`src/rtl/mc_pkg.sv`:
```
`default_nettype none
// +----------------------------------------------------------------------+
// | Module   : mc_pkg                                                    |
// | Brief    : Shared opcodes, strobe indices, sequencer state encoding  |
// |            and the memory-reference classifier for mc_sequencer.     |
// | Revision : 1.0  initial release                                      |
// +----------------------------------------------------------------------+
package mc_pkg;

   localparam int DATA_W = 8;
   localparam int ADDR_W = 8;

   // Opcode field IR[7:4]
   localparam logic [3:0] OP_NOP = 4'h0;
   localparam logic [3:0] OP_AND = 4'h1;
   localparam logic [3:0] OP_ADD = 4'h2;
   localparam logic [3:0] OP_LDA = 4'h3;
   localparam logic [3:0] OP_STA = 4'h4;
   localparam logic [3:0] OP_BUN = 4'h5;
   localparam logic [3:0] OP_CMA = 4'h9;
   localparam logic [3:0] OP_CIR = 4'hA;
   localparam logic [3:0] OP_CIL = 4'hB;
   localparam logic [3:0] OP_CLE = 4'hC;
   localparam logic [3:0] OP_HLT = 4'hF;

   // Bit positions inside the ALU strobe vector
   localparam int STB_W   = 6;
   localparam int STB_AND = 0;
   localparam int STB_ADD = 1;
   localparam int STB_LDA = 2;
   localparam int STB_CMA = 3;
   localparam int STB_CIR = 4;
   localparam int STB_CIL = 5;

   typedef enum logic [3:0] {
      ST_IDLE = 4'd0,
      ST_F0   = 4'd1,
      ST_F1   = 4'd2,
      ST_A0   = 4'd3,
      ST_A1   = 4'd4,
      ST_R0   = 4'd5,
      ST_R1   = 4'd6,
      ST_EXEC = 4'd7,
      ST_ST   = 4'd8,
      ST_HALT = 4'd9
   } state_e;

   // Memory-reference instructions (AND..BUN) carry a second operand byte
   function automatic logic is_memref(input logic [3:0] opcode);
      return (opcode >= OP_AND) && (opcode <= OP_BUN);
   endfunction

endpackage
`default_nettype wire

```
`src/rtl/mc_opcode_decode.sv`:
```
`default_nettype none
// +----------------------------------------------------------------------+
// | Module   : mc_opcode_decode                                          |
// | Brief    : Combinational opcode decode: memory-reference flag, ALU   |
// |            strobe vector and HLT/CLE/BUN/STA control flags.          |
// | Revision : 1.0  initial release                                      |
// +----------------------------------------------------------------------+
module mc_opcode_decode
   import mc_pkg::*;
(
   input  logic [3:0]       opcode,
   output logic             memref,
   output logic [STB_W-1:0] stb,
   output logic             hlt,
   output logic             cle,
   output logic             bun,
   output logic             sta
);

   // Undefined opcodes fall to the default arm and decode as NOP
   always_comb begin
      memref = is_memref(opcode);
      stb    = '0;
      hlt    = 1'b0;
      cle    = 1'b0;
      bun    = 1'b0;
      sta    = 1'b0;
      case (opcode)
         OP_AND:  stb[STB_AND] = 1'b1;
         OP_ADD:  stb[STB_ADD] = 1'b1;
         OP_LDA:  stb[STB_LDA] = 1'b1;
         OP_CMA:  stb[STB_CMA] = 1'b1;
         OP_CIR:  stb[STB_CIR] = 1'b1;
         OP_CIL:  stb[STB_CIL] = 1'b1;
         OP_STA:  sta = 1'b1;
         OP_BUN:  bun = 1'b1;
         OP_CLE:  cle = 1'b1;
         OP_HLT:  hlt = 1'b1;
         OP_NOP:  ;
         default: ;
      endcase
   end

endmodule
`default_nettype wire

```
`src/rtl/mc_sequencer.sv`:
```
`default_nettype none
// +----------------------------------------------------------------------+
// | Module   : mc_sequencer                                              |
// | Brief    : Instruction sequencer and register holder (PC/AR/IR/DR/   |
// |            AC/E) for the 8-bit microcomputer; drives the external    |
// |            ALU through one-hot operation strobes.                    |
// | Revision : 1.0  initial release                                      |
// +----------------------------------------------------------------------+
module mc_sequencer
   import mc_pkg::*;
(
   input  logic              clk,
   input  logic              rst,
   input  logic              start,
   output logic [ADDR_W-1:0] mem_addr,
   output logic              mem_rd,
   input  logic [DATA_W-1:0] mem_rdata,
   output logic              mem_we,
   output logic [DATA_W-1:0] mem_wdata,
   output logic              and_op,
   output logic              add_op,
   output logic              lda_op,
   output logic              cma_op,
   output logic              cir_op,
   output logic              cil_op,
   output logic [DATA_W-1:0] alu_ac,
   output logic [DATA_W-1:0] alu_dr,
   output logic              alu_e,
   output logic              alu_cin,
   input  logic [DATA_W-1:0] alu_data,
   input  logic              alu_cout,
   output logic [ADDR_W-1:0] pc,
   output logic              halted
);

   state_e            state_q, state_d;
   logic [ADDR_W-1:0] pc_q, pc_d;
   logic [ADDR_W-1:0] ar_q, ar_d;
   // Only the opcode nibble of IR is architecturally meaningful; the low
   // nibble is ignored by every instruction, so it is not stored.
   logic [3:0]        ir_q, ir_d;
   logic [DATA_W-1:0] dr_q, dr_d;
   logic [DATA_W-1:0] ac_q, ac_d;
   logic              e_q, e_d;

   logic [3:0]        w_dec_op;
   logic              w_dec_memref;
   logic [STB_W-1:0]  w_dec_stb;
   logic              w_dec_hlt;
   logic              w_dec_cle;
   logic              w_dec_bun;
   logic              w_dec_sta;
   logic [STB_W-1:0]  w_stb;

   // In F1 the opcode is still on the memory bus (IR loads on that edge),
   // so the decoder looks at mem_rdata there and at IR everywhere else.
   assign w_dec_op = (state_q == ST_F1) ? mem_rdata[7:4] : ir_q;

   mc_opcode_decode u_decode (
      .opcode (w_dec_op),
      .memref (w_dec_memref),
      .stb    (w_dec_stb),
      .hlt    (w_dec_hlt),
      .cle    (w_dec_cle),
      .bun    (w_dec_bun),
      .sta    (w_dec_sta)
   );

   // Next-state, register updates and memory/strobe outputs per state
   always_comb begin
      state_d  = state_q;
      pc_d     = pc_q;
      ar_d     = ar_q;
      ir_d     = ir_q;
      dr_d     = dr_q;
      ac_d     = ac_q;
      e_d      = e_q;
      mem_addr = pc_q;
      mem_rd   = 1'b0;
      mem_we   = 1'b0;
      w_stb    = '0;
      case (state_q)
         ST_IDLE: begin
            if (start) begin
               state_d = ST_F0;
            end
         end
         ST_F0: begin
            mem_rd  = 1'b1;
            state_d = ST_F1;
         end
         ST_F1: begin
            ir_d    = mem_rdata[7:4];
            pc_d    = pc_q + 8'd1;
            state_d = w_dec_memref ? ST_A0 : ST_EXEC;
         end
         ST_A0: begin
            mem_rd  = 1'b1;
            state_d = ST_A1;
         end
         ST_A1: begin
            ar_d = mem_rdata;
            if (w_dec_bun) begin
               pc_d    = mem_rdata;
               state_d = ST_F0;
            end else if (w_dec_sta) begin
               pc_d    = pc_q + 8'd1;
               state_d = ST_ST;
            end else begin
               pc_d    = pc_q + 8'd1;
               state_d = ST_R0;
            end
         end
         ST_R0: begin
            mem_addr = ar_q;
            mem_rd   = 1'b1;
            state_d  = ST_R1;
         end
         ST_R1: begin
            dr_d    = mem_rdata;
            state_d = ST_EXEC;
         end
         ST_EXEC: begin
            w_stb = w_dec_stb;
            // AC only takes the ALU result when an ALU operation is issued
            if (|w_dec_stb) begin
               ac_d = alu_data;
            end
            if (w_dec_stb[STB_ADD]) begin
               e_d = alu_cout;
            end else if (w_dec_stb[STB_CIR]) begin
               e_d = ac_q[0];
            end else if (w_dec_stb[STB_CIL]) begin
               e_d = ac_q[7];
            end else if (w_dec_cle) begin
               e_d = 1'b0;
            end
            state_d = w_dec_hlt ? ST_HALT : ST_F0;
         end
         ST_ST: begin
            mem_addr = ar_q;
            mem_we   = 1'b1;
            state_d  = ST_F0;
         end
         ST_HALT: begin
            state_d = ST_HALT;
         end
         default: begin
            state_d = ST_IDLE;
         end
      endcase
   end

   // State and architectural registers, synchronous reset
   always_ff @(posedge clk) begin
      if (rst) begin
         state_q <= ST_IDLE;
         pc_q    <= '0;
         ar_q    <= '0;
         ir_q    <= '0;
         dr_q    <= '0;
         ac_q    <= '0;
         e_q     <= 1'b0;
      end else begin
         state_q <= state_d;
         pc_q    <= pc_d;
         ar_q    <= ar_d;
         ir_q    <= ir_d;
         dr_q    <= dr_d;
         ac_q    <= ac_d;
         e_q     <= e_d;
      end
   end

   assign and_op    = w_stb[STB_AND];
   assign add_op    = w_stb[STB_ADD];
   assign lda_op    = w_stb[STB_LDA];
   assign cma_op    = w_stb[STB_CMA];
   assign cir_op    = w_stb[STB_CIR];
   assign cil_op    = w_stb[STB_CIL];

   assign mem_wdata = ac_q;
   assign alu_ac    = ac_q;
   assign alu_dr    = dr_q;
   assign alu_e     = e_q;
   assign alu_cin   = 1'b0;
   assign pc        = pc_q;
   assign halted    = (state_q == ST_HALT);

endmodule
`default_nettype wire

```
`config.mk`:
```
export PLATFORM = sky130hd
export DESIGN_NAME = mc_sequencer
export DESIGN_NICKNAME = d
export VERILOG_FILES = /design/src/rtl/mc_pkg.sv /design/src/rtl/mc_opcode_decode.sv /design/src/rtl/mc_sequencer.sv
export SDC_FILE = /design/constraint.sdc
export NUM_CORES = 1
export LEC_CHECK = 0
export CORE_MARGIN = 3
export CORE_UTILIZATION = 25
export CTS_CLUSTER_SIZE = 12
export DETAILED_ROUTE_END_ITERATION = 8
export GPL_TIMING_DRIVEN = 0
export MAX_ROUTING_LAYER = met4
export PLACE_DENSITY_LB_ADDON = 0.25
export SLEW_MARGIN = 20
export SYNTH_ARGS = -nofsm -noshare
export SYNTH_HDL_FRONTEND = slang
export SYNTH_SLANG_ARGS = --single-unit
```
`constraint.sdc`:
```
create_clock -name clk -period 2.1 [get_ports clk]
set_input_delay 0.315 -clock clk [delete_from_list [all_inputs] [get_ports clk]]
set_output_delay 0.315 -clock clk [all_outputs]
set_load 0.01 [all_outputs]
```
==> flow_metrics.tcl <==
set metrics [dict create \
    synthCells 292 \
    path_buf_inv 3 \
    path_class "reg -> out" \
    fin_nets 405 \
    synth_top_family_by_area "simple AND/OR/NAND/NOR gates" \
    worstMarginPinSlew_ns 0.694 \
    synth-xor-area-share 0.00727 \
    netlist_top_cells_area "dfxtp_1, mux2i_1, a21oi_1, mux2_2, nor2_1" \
    io_pins 71 \
    totalWireLength_mm 7.87 \
    drive_gt1_frac 0.253 \
    fmax_ghz 0.431 \
    ant_nets 0 \
    setup-violations-final 14 \
    fillerInstances 989 \
    yosys_warnings 0 \
    status "finished, violations left" \
    ys_ff_latch 41 \
    gp_congestion 0.802 \
    synth_top_cell_by_area "dfxtp_1" \
    synth-edff-count 0 \
    antenna_found_initial 0 \
    hold_slack_ns 0.465 \
    syn_area_um2 2410 \
    grt_pass1_wl_mm 12.8 \
    multi_input_area_um2 1520 \
    holdCritPathClass "reg -> reg" \
    grt_pass1_vias 2448 \
    syn_avg_cell_area_um2 8.25 \
    clk_latency_ns 0.29 \
    fin_crit_sh 1.11 \
    seq_area_frac_synth 0.341 \
    skew_ns 0.00508 \
    n_antenna_cell 0 \
    layout.cells.non_filler 513 \
    initial_utilization 0.260 \
    stdcell_area_um2 3630 \
    cts_made_buffers 5 \
    placed_area_um2 3260 \
    irDropWorstVdd_mv 0.317 \
    synth_compound_area_frac 0.178 \
    core_um2 9280 \
    htreeDepth 2 \
    violations "negative setup slack" \
    numPortBuffers 69 \
    ys_types 50 \
    grt_setup_unrepaired "yes" \
    ys_async_sr_fraction 0 \
    syn_nets 313 \
    drtPass1Iterations 4 \
    powerDensity_nw_per_um2 765 \
    area_growth_pct 50.5 \
    cts-root-buf "clkbuf_8" \
    fin_crit_ns 2.32 \
    timing.final.ws_setup_ns -0.222 \
    layout.area.seq_um2 831 \
    cp_slowest_cell "dfxtp_2" \
    drt_iter0_drc 84 \
    path_common_cell "buf_6" \
    dp.cells 490 \
    cts_sinks 41 \
    crit_arrival_ns 2.01 \
    die_height_um 104 \
    cts_tree "yes" \
    synth.area.mux_share 0.117 \
    crit_required_ns 1.78 \
    critPathTopFamily "simple AND/OR/NAND/NOR gates" \
    power_mw 2.78 \
    overflow 0 \
    die_w_um 104 \
    drc_errors 0 \
    num_vias 2481 \
    mostFrequentLayoutCells "clkdlybuf4s50_1, dfxtp_1, buf_4, nor2_1, a21oi_1" \
    gr-usage-all-layers 0.147 \
    yosys.area_share.simple 0.269 \
    cts_max_path_buffers 2 \
    post_drt_wl_per_cell_um 15.3 \
    clk_pin_slew_worst_paths_ns 0.08 \
    grt_start_max_net_pins 13 \
    drv_cap 0 \
    slew_headroom 0.534 \
    place_ws_ns -0.546 \
    final_common_cell "clkdlybuf4s50_1" \
    cp_cell_sequence "buf_6 -> nor4b_4 -> buf_6 -> mux2_4 -> or3_4 -> nor2_1 -> buf_2" \
    hpwlAfterDp_mm 5.41 \
    synthFlopType "dfxtp_1" \
    cp-start-kind "flop" \
    p_leak_nw 1.29 \
    core.rowCount 35 \
    hold_viol_final 0 \
    cp-end-kind "output pin" \
    vias_per_cell 4.84 \
    dieArea_um2 10900 \
    cpPeakStageDelay_ns 0.33 \
    netlist.area_leader.share 0.341 \
    utilization 0.391 \
    crit_fanout 4 \
    synthAdderAreaFrac 0.00519 \
    tns_ns -1.99 \
    drv_slew 0 \
]
## what timing repair did
| action | CTS | global route |
|---|---|---|
| endpoints found under the setup margin | 17 | 32 |
| hold buffers | 0 | 0 |
| buffers inserted | 13 | 6 |
| endpoints found under the hold margin | 0 | 0 |
| gates resized for setup | 97 | 12 |
| pin swaps | 6 | 5 |
## power breakdown
| part | switching (mW) | internal [mW] |
|---|---|---|
| registers | 0.0973 | 0.865 |
| logic | 0.639 | 0.634 |
| clock network | 0.280 | 0.260 |
## layer usage
metal | vias to the layer above | part of all wire | GRT usage
li1 | 1228 | - | -
met1 | 1161 | 0.46 | 0.192
met2 | 85 | 0.47 | 0.231
met3 | 7 | 0.054 | 0.0317
met4 | 0 | 0.012 | 0.0370
met5 | - | 0 | -
## cell usage after synthesis, types with 2 or more instances
library cell,number
a211o_1,2
a21o_1,2
a21oi_1,25
a31oi_1,5
a32oi_1,5
and2_1,4
and3_1,3
buf_2,8
buf_4,10
buf_6,2
clkbuf_1,10
dfxtp_1,41
inv_1,5
mux2_2,11
mux2i_1,13
nand2_1,26
nand2b_1,7
nand3_1,12
nand4_1,5
nor2_1,29
nor2b_1,2
nor3_1,7
nor3b_1,4
nor4_1,3
nor4b_1,3
nor4b_4,2
o2111ai_1,2
o211ai_1,4
o21ai_0,11
o221ai_1,2
o22ai_1,4
or2_2,2
or3_1,3
xnor2_1,2
## kinds of logic after synthesis
kind of cell               after synthesis
other                                    1
and+or+nand+nor                        119
adders and majority gates                1
xor gates and xnor gates                 2
AOI/OAI and AO/OA                       67
muxes                                   26
DFF                                     41
buffers and inverters                   35
## cell type report
type                    instances  share of cell area
clock inverters                 1             0.00207
flip-flops and latches         41               0.229
repair buffers                 88               0.229
clock buffers                   6              0.0228
plain buffers                  27              0.0483
multi-input cells             216               0.418
inverters                       5             0.00586
well taps                     129              0.0445
## worst min-delay path: stages (launching register included)
cell	delay, ns
dfxtp_1	0.32
nand2_1	0.05
a21oi_1	0.05
## path summary, 6_finish.rpt
kind | start | end | slack (ns) | depth (start not counted)
setup reg to reg | state_q[3] | pc[0] | 0.09 | 8
hold / removal | ar_q[6] | ar_q[6] | 0.46 | 2
setup / recovery | state_q[0] | and_op | -0.22 | 7
hold reg to reg | ar_q[6] | ar_q[6] | 0.46 | 2
## sequential cells by signal (all words and copies together) (netlist names)
signal / count
ir_q: 4
state_q: 4
alu_dr: 8
ar_q: 8
alu_e: 1
pc: 8
alu_ac: 8
Note: power is estimated with default switching activity, not from simulation.
